$ cat src/rtl/ysyx_23060191_ifu.sv
// ysyx_23060191 instruction fetch unit: owns the PC, fetches words from
// instruction memory and hands each instruction to decode with its address.
module ysyx_23060191_ifu #(
  parameter int CPU_WIDTH = 32,
  parameter logic [CPU_WIDTH-1:0] RESET_PC = 32'h8000_0000
) (
  input  logic                 clk,
  input  logic                 rst,
  output logic                 imem_req_valid,
  output logic [CPU_WIDTH-1:0] imem_req_addr,
  input  logic                 imem_req_ready,
  input  logic                 imem_rsp_valid,
  input  logic [CPU_WIDTH-1:0] imem_rsp_data,
  output logic                 inst_valid,
  input  logic                 inst_ready,
  output logic [CPU_WIDTH-1:0] inst,
  output logic [CPU_WIDTH-1:0] pc,
  input  logic                 redirect_valid,
  input  logic [CPU_WIDTH-1:0] redirect_pc
);

  typedef enum logic [1:0] {
    REQ,
    WAIT,
    HOLD
  } state_t;

  state_t               state;
  logic [CPU_WIDTH-1:0] pc_r;
  logic [CPU_WIDTH-1:0] inst_r;
  logic [CPU_WIDTH-1:0] pc_out_r;
  logic                 drop_r;
  logic [CPU_WIDTH-1:0] tgt;

  assign tgt = {redirect_pc[CPU_WIDTH-1:2], 2'b00};

  // A redirect withdraws the request so the stale PC is never accepted.
  assign imem_req_valid = (state == REQ) && !redirect_valid && !rst;
  assign imem_req_addr  = {pc_r[CPU_WIDTH-1:2], 2'b00};
  assign inst_valid     = (state == HOLD) && !rst;
  assign inst           = inst_r;
  assign pc             = pc_out_r;

  always_ff @(posedge clk) begin
    if (rst) begin
      state    <= REQ;
      pc_r     <= RESET_PC;
      drop_r   <= 1'b0;
      inst_r   <= '0;
      pc_out_r <= '0;
    end else begin
      case (state)
        REQ: begin
          if (redirect_valid) begin
            pc_r <= tgt;
          end else if (imem_req_ready) begin
            state <= WAIT;
          end
        end
        WAIT: begin
          if (redirect_valid) begin
            pc_r <= tgt;
          end
          if (imem_rsp_valid) begin
            if (!drop_r && !redirect_valid) begin
              inst_r   <= imem_rsp_data;
              pc_out_r <= pc_r;
              state    <= HOLD;
            end else begin
              drop_r <= 1'b0;
              state  <= REQ;
            end
          end else if (redirect_valid) begin
            // The in-flight word belongs to the old path; eat it on arrival.
            drop_r <= 1'b1;
          end
        end
        HOLD: begin
          if (redirect_valid) begin
            pc_r  <= tgt;
            state <= REQ;
          end else if (inst_ready) begin
            pc_r  <= pc_r + CPU_WIDTH'(4);
            state <= REQ;
          end
        end
        default: state <= REQ;
      endcase
    end
  end

endmodule
$ cat config.mk
export PLATFORM = sky130hd
export DESIGN_NAME = ysyx_23060191_ifu
export DESIGN_NICKNAME = d
export VERILOG_FILES = /design/src/rtl/ysyx_23060191_ifu.sv
export SDC_FILE = /design/constraint.sdc
export NUM_CORES = 1
export LEC_CHECK = 0
export ABC_AREA = 1
export ABC_CLOCK_PERIOD_IN_PS = 3700
export CAP_MARGIN = 15
export CORE_MARGIN = 4
export CORE_UTILIZATION = 50
export CTS_BUF_LIST = sky130_fd_sc_hd__clkbuf_4
export CTS_CLUSTER_DIAMETER = 100
export CTS_CLUSTER_SIZE = 10
export DETAILED_ROUTE_END_ITERATION = 6
export MAX_ROUTING_LAYER = met4
export PLACE_DENSITY = 0.95
export SLEW_MARGIN = 20
export SYNTH_ARGS = -nofsm -noshare
export SYNTH_HDL_FRONTEND = slang
export SYNTH_SLANG_ARGS = --single-unit
export TNS_END_PERCENT = 10
$ cat constraint.sdc
create_clock -name clk -period 3.7 [get_ports clk]
set_clock_uncertainty 0.05 [all_clocks]
set_input_delay 0.555 -clock clk [delete_from_list [all_inputs] [get_ports clk]]
set_output_delay 0.555 -clock clk [all_outputs]
set_load 0.005 [all_outputs]
==> results.txt, run 1 <==
----------------------------------------------------
[Die]
  Width of the chip ... 103 µm
  Number of rows in the core area ... 34
  Number of top-level pins ... 168
  Std-Cell Core Area ... 8760 µm²
  Effective utilization at floorplan ... 51.6%
  Full die area ... 10600 µm²
  Vertical extent of the die ... 103 µm

[Logic synthesis]
  Number of enable-type register cells in the synthesized netlist ... 0
  Count of distinct cell types in the synthesized netlist ... 30
  Syn Std Cell Area ... 4520 µm²
  Number of warnings reported in the yosys synthesis log ... 0
  Fraction of the mapped netlist area in compound gates ... 19.1%
  Ys async rst share ... 0%
  Fraction of post-synthesis cell area in the top cell type by area ... 42.1%
  Dominant combinational cell family by area after synthesis ... simple AND/OR/NAND/NOR gates
  Simple-gate share of the synthesized area ... 29.4%
  Area leader, netlist ... dfxtp_1
  Top FF cell, synth ... dfxtp_1
  Cell with the most instances after synthesis ... nand2_1
  Top cells by area in the synthesized netlist ... dfxtp_1, nand2_1, nor2_1
  Post-synthesis instance total ... 671
  Avg Synthesized Cell Area ... 6.73 µm²
  Post-synthesis adder-cell area fraction ... 0.277%
  Multiplexer share of the synthesized area ... 0%
  XOR/XNOR share of the synthesized area ... 0.582%
  Post-synthesis sequential area ratio ... 42.1%
  Synth cell count leaders ... nand2_1, nor2_1, dfxtp_1
  Flip-flop and latch count after synthesis ... 95

[Worst setup path]
  Worst-path fanout max ... 13
  Worst-path cell with the longest stage delay ... clkdlybuf4s50_1
  CP Cell Sequence ... clkdlybuf4s50_1, nor4_1, clkdlybuf4s50_1
  Largest stage delay on the critical path ... 780 ps
  Cells on worst reg2reg path ... 10
  Dominant cell type by count on the critical path ... clkdlybuf4s50_1
  Setup crit start ... rst
  Crit Reg-Reg Endpoint ... pc_r[20]
  Class of the most critical setup path ... in -> out
  Required time at the endpoint of the critical path ... 3090 ps
  Worst Setup End Kind ... primary output
  Flop2flop setup slack ... 1560 ps
  Cell class contributing the biggest share of worst-path delay ... buffers and inverters
  CP Launch Type ... input pin
  Combined buffer and inverter count along the critical path ... 2
  Arrival @ worst endpoint ... 2230 ps
  Origin of the critical flop-to-flop path ... pc_r[3]

[Place]
  Placed insts ... 910
  IO Port Bufs ... 161
  Worst slack at placement ... 944 ps
  Routability Congestion ... 0.949
  Half-perimeter wire length of the detailed placement result ... 10.9 mm

[Cells and area]
  Total of fill cells in the finished design ... 718
  Non-filler instance count after layout ... 925
  Nets@finish ... 884
  Layout overhead on the synthesized area ... 39.2%
  Register cell area after layout ... 1900 µm²
  Antenna cell count ... 0
  Fraction of layout instances using a drive strength above 1 ... 4.16%
  Multi-input logic area ... 2240 µm²

[Clock network]
  Source-to-sink clock delay at the later pin of the worst-skew pair ... 440 ps
  Clock tree from TritonCTS ... built
  CTS Root Buffer Type ... clkbuf_4
  CTS Sinks ... 95
  Post-cts hold buffer count ... 0
  Maximum clock path buffer count ... 2
  # resized after CTS ... 0
  Number of buffers inserted during clock tree synthesis ... 9
  Number of H-tree branching levels ... 3
  Post-CTS Setup Inserts ... 0
  Clock slew at reported path FFs ... 140 ps

[Drt]
  Routed via count ... 5012
  Remaining routing DRC violations ... 0
  Number of DRC markers after the initial detailed-route iteration ... 289
  Wire length reported by the detailed router ... 14.5 mm
  Initial DRT Pass Iterations ... 5
  Vias per inst ... 5.42
  ANT nets after route ... 0
  Wirelength per Cell ... 15.7 µm

[Timing]
  FMAX ... 353 MHz
  Final setup violating endpoints ... 0
  Smallest setup slack after layout ... 868 ps
  Setup repair after global routing missed its margin ... false
  Number of max-slew violations in the final report ... 0
  Worst slew margin relative to its limit ... 51.7%
  Transition at the pin with the smallest max-transition slack ... 722 ps
  Count of endpoints failing hold in the final timing report ... 0
  Final Cycle Share ... 76.5%
  Total negative slack ... 0 ps
  Period minus WS final ... 2830 ps

[Worst hold path]
  Count of cells along the worst hold path ... 2
  Worst-case hold path end point ... inst[21]
  Path category of the worst min-delay check ... reg -> reg
  Origin of the worst min-delay path ... inst[21]

[Power]
  Power Density ... 339 nW/µm²
  Worst VDD drop ... 230 µV
  P_leak ... 2.22 nW
  PnR Total Power ... 2.13 mW

[Global route]
  Largest net degree at the start of global routing ... 53
  Initial antenna violation count ... 0
  Tot GR Track Use ... 27.6%
  Global-route wire length before repair ... 22.4 mm
  Via count of the first global-routing pass ... 4692
  Remaining Overflow, GRT ... 0

[Job]
  Max-capacitance violation count ... 0

[Status]
  Run status ... finished, final reports clean

----------------------------------------------------
[worst min-delay path: stages, from the launching register on]
cell and delay [ps]:
dfxtp_1 330, nor2_1 90, nor2_1 50
[registers in the layout, indices dropped and copies added, names as in the netlist]
| signal | count |
|---|---|
| pc | 30 |
| pc_r | 30 |
| inst | 32 |
| state | 2 |
| drop_r | 1 |
[cell families (layout without fill, tap and decap cells)]
logic type               Yosys count  count (layout)
AO/OA/AOI/OAI                    160             160
XOR/XNOR                           3               3
adder cells (fa/ha/maj)            1               1
buffers and inverters             81             224
flip-flops                        95              95
other                              1               4
AND/OR/NAND/NOR                  330             330
[per-layer routing]
layer | wire [µm] | track usage, % | vias up | part of all wire, %
met5 | 0 | - | - | 0
met4 | 290 | 8.27 | 0 | 2.0
met3 | 1230 | 4.80 | 29 | 8.5
met2 | 6950 | 46.6 | 226 | 48
met1 | 6050 | 33.6 | 2304 | 42
li1 | - | - | 2453 | -
[worst max-delay path by stage]
stage | endpoint | slack [ps] | depth (start not counted)
floorplan | pc_r[4] | 2080 | 8
global placement | imem_req_valid | 930 | 3
detailed placement | imem_req_valid | 940 | 3
CTS | imem_req_valid | 930 | 3
global route | imem_req_valid | 900 | 3
finish | imem_req_valid | 870 | 3
[area by class of cell]
| type | count | area share, % |
|---|---|---|
| clock inverter | 6 | 1.83 |
| timing repair buffer | 167 | 26.5 |
| inverter | 42 | 2.51 |
| multi-input combinational | 498 | 35.7 |
| sequential | 95 | 30.2 |
| clock buffer | 9 | 1.07 |
| tap | 108 | 2.15 |
[stage by stage]
stage | hold WS [ps] | utilization (%) | instance area [µm²]
floorplan | 427 | - | 4530
global placement | 412 | 69.7 | 6110
detailed placement | 421 | 69.7 | 6110
CTS | 448 | 71.8 | 6290
global route | 475 | 71.8 | 6290
finish | 447 | 71.8 | 6290
[power by group]
group          internal [mW]  total [mW]  switching [mW]
logic                  0.178       0.313           0.136
clock network          0.344       0.709           0.365
registers               1.06        1.11          0.0446
total                   1.58        2.13           0.545
[placed cells by master (no fill, tap or decap)]
| cell type | synthesis | routed |
|---|---|---|
| or2_2 | 1 | 1 |
| ha_1 | 1 | 1 |
| nor3_2 | 1 | 1 |
| xnor2_1 | 2 | 2 |
| o21a_1 | 16 | 16 |
| conb_1 | 1 | 4 |
| nor2_1 | 129 | 129 |
| a221oi_2 | 1 | 1 |
| nand2_2 | 2 | 2 |
| nand2_1 | 152 | 152 |
| o211ai_1 | 1 | 1 |
| nand4_1 | 6 | 6 |
| inv_6 | 0 | 2 |
| buf_4 | 7 | 5 |
| dfxtp_1 | 95 | 95 |
| nand3_1 | 32 | 32 |
| nor3_1 | 3 | 3 |
| a31oi_1 | 3 | 3 |
| a21oi_1 | 53 | 53 |
| clkinvlp_4 | 0 | 1 |
| nor4_1 | 1 | 1 |
| nor2_4 | 1 | 1 |
| buf_12 | 0 | 1 |
| nor2_2 | 2 | 2 |
| bufinv_16 | 0 | 3 |
| inv_1 | 37 | 37 |
| clkdlybuf4s50_1 | 0 | 161 |
| o21ai_0 | 83 | 83 |
| inv_2 | 5 | 5 |
| clkbuf_4 | 0 | 9 |
| xor2_1 | 1 | 1 |
| o21bai_1 | 3 | 3 |
(Power assumes the default switching activity.)
==> run 2, diff against run 1 <==
- ABC_CLOCK_PERIOD_IN_PS: 3700 -> 2500
- CORE_UTILIZATION: 50 -> 42
- PLACE_DENSITY: 0.95 -> 0.92
- clock period: 3.7 -> 2.5 ns (I/O delays scaled with it)
==> results.txt, run 2 (synthesis gave the netlist of run 1 again) <==
----------------------------------------------------
[Status]
  Run status ... finished, final reports clean

[Global route]
  Initial antenna violation count ... 1
  Global-route wire length before repair ... 22.8 mm
  Largest net degree at the start of global routing ... 85
  Tot GR Track Use ... 22.9%
  Remaining Overflow, GRT ... 0
  Via count of the first global-routing pass ... 4520

[Clock network]
  Post-CTS Setup Inserts ... 0
  Source-to-sink clock delay at the later pin of the worst-skew pair ... 450 ps
  Clock tree from TritonCTS ... built
  Number of H-tree branching levels ... 3
  Maximum clock path buffer count ... 2
  CTS Root Buffer Type ... clkbuf_4
  Clock slew at reported path FFs ... 170 ps
  CTS Sinks ... 95
  Number of buffers inserted during clock tree synthesis ... 9
  Post-cts hold buffer count ... 0
  # resized after CTS ... 0

[Timing]
  Period minus WS final ... 2180 ps
  FMAX ... 458 MHz
  Setup repair after global routing missed its margin ... false
  Total negative slack ... 0 ps
  Count of endpoints failing hold in the final timing report ... 0
  Final setup violating endpoints ... 0
  Final Cycle Share ... 87.3%
  Number of max-slew violations in the final report ... 0

[Worst setup path]
  Class of the most critical setup path ... in -> out
  Worst-path fanout max ... 7
  Arrival @ worst endpoint ... 1760 ps
  Required time at the endpoint of the critical path ... 2080 ps
  Worst Setup End Kind ... primary output
  CP Launch Type ... input pin

[Die]
  Effective utilization at floorplan ... 43.4%
  Number of top-level pins ... 168
  Full die area ... 12500 µm²
  Width of the chip ... 112 µm
  Std-Cell Core Area ... 10400 µm²
  Vertical extent of the die ... 112 µm
  Number of rows in the core area ... 37

[Drt]
  Vias per inst ... 5.16
  Routed via count ... 4951
  Initial DRT Pass Iterations ... 5
  Wire length reported by the detailed router ... 14.2 mm
  ANT nets after route ... 0
  Wirelength per Cell ... 14.8 µm
  Number of DRC markers after the initial detailed-route iteration ... 502
  Remaining routing DRC violations ... 0

[Cells and area]
  Leading cell type in the layout, fill and taps excluded ... clkdlybuf4s50_1
  Layout overhead on the synthesized area ... 40.2%
  Fraction of layout instances using a drive strength above 1 ... 4.62%
  Nets@finish ... 888
  Number of flip-flops under the largest register name ... 32
  Non-filler instance count after layout ... 959
  Highest-count cells in the layout ignoring fill and taps ... clkdlybuf4s50_1, nand2_1, nor2_1

[Power]
  Power spent charging and discharging nets ... 826 µW
  Combinational power share ... 15.7%
  Power Density ... 471 nW/µm²
  P_leak ... 2.23 nW
  Internal power of the cells ... 2.16 mW
  Worst VDD drop ... 286 µV
  Portion of total power attributed to sequential cells ... 54.9%
  Switching power share of the total ... 27.7%
  Portion of total power attributed to the clock network ... 29.4%

[Place]
  Half-perimeter wire length of the detailed placement result ... 10.5 mm
  Routability Congestion ... 1.00
  Placed insts ... 942
  IO Port Bufs ... 161

[Worst hold path]
  Path category of the worst min-delay check ... reg -> reg

[Job]
  Max-capacitance violation count ... 0

----------------------------------------------------
## run 2: cell count changes in the layout (fill, tap and decap cells not counted), sizes merged
| cell | previous run | this run |
|---|---|---|
| diode | 0 | 1 |
| clkinv | 0 | 4 |
| bufinv | 3 | 1 |
| buf | 6 | 10 |
| clkinvlp | 1 | 0 |
## run 2: metrics by stage
step	power [mW]	worst slack [ps]	area, µm²	util (%)	hold WS [ps]
after global placement	2.13	330	6190	59.4	411
after global routing	3.13	166	6340	60.8	451
after CTS	3.00	308	6330	60.8	426
after detailed placement	2.14	292	6190	59.4	420
final	2.99	318	6340	60.8	447
after floorplan	1.86	953	4530	-	391
## run 2: final timing paths
check	startpoint	to	slack (ps)	depth (start not counted)
worst max-delay path	redirect_valid	imem_req_valid	320	3
worst min-delay path	pc[3]	pc[3]	450	2
worst min register to register	pc[3]	pc[3]	450	2
worst max register to register	pc_r[3]	pc_r[20]	400	10
## run 2: layout make-up
| type | count | area [µm²] |
|---|---|---|
| inverters | 42 | 158 |
| flip-flops and latches | 95 | 1900 |
| clock buffers | 9 | 67.6 |
| clock inverters | 7 | 80.1 |
| well taps | 136 | 170 |
| fillers | 967 | 4080 |
| repair buffers | 171 | 1710 |
| diodes | 1 | 2.50 |
| multi-input cells | 498 | 2240 |
## run 2: power groups by stage
stage	Clock, mW	Sequential [mW]	Combinational [mW]
2_1_floorplan	0	1.66	0.196
3_3_place_gp	0	1.67	0.456
3_5_place_dp	0	1.67	0.465
4_1_cts	0.894	1.64	0.468
5_1_grt	0.963	1.65	0.514
6_report	0.877	1.64	0.468
## run 2: routing by layer
| metal | up-vias | share of wire (%) | GRT usage, % |
|---|---|---|---|
| li1 | 2455 | - | - |
| met1 | 2249 | 45 | 30.1 |
| met2 | 216 | 46 | 35.0 |
| met3 | 31 | 7.2 | 4.18 |
| met4 | 0 | 2.6 | 8.84 |
| met5 | - | 0 | - |
## run 2: critical path: stages
cell             delay, ps
clkdlybuf4s50_1        560
nor4_1                 280
clkdlybuf4s50_1        540
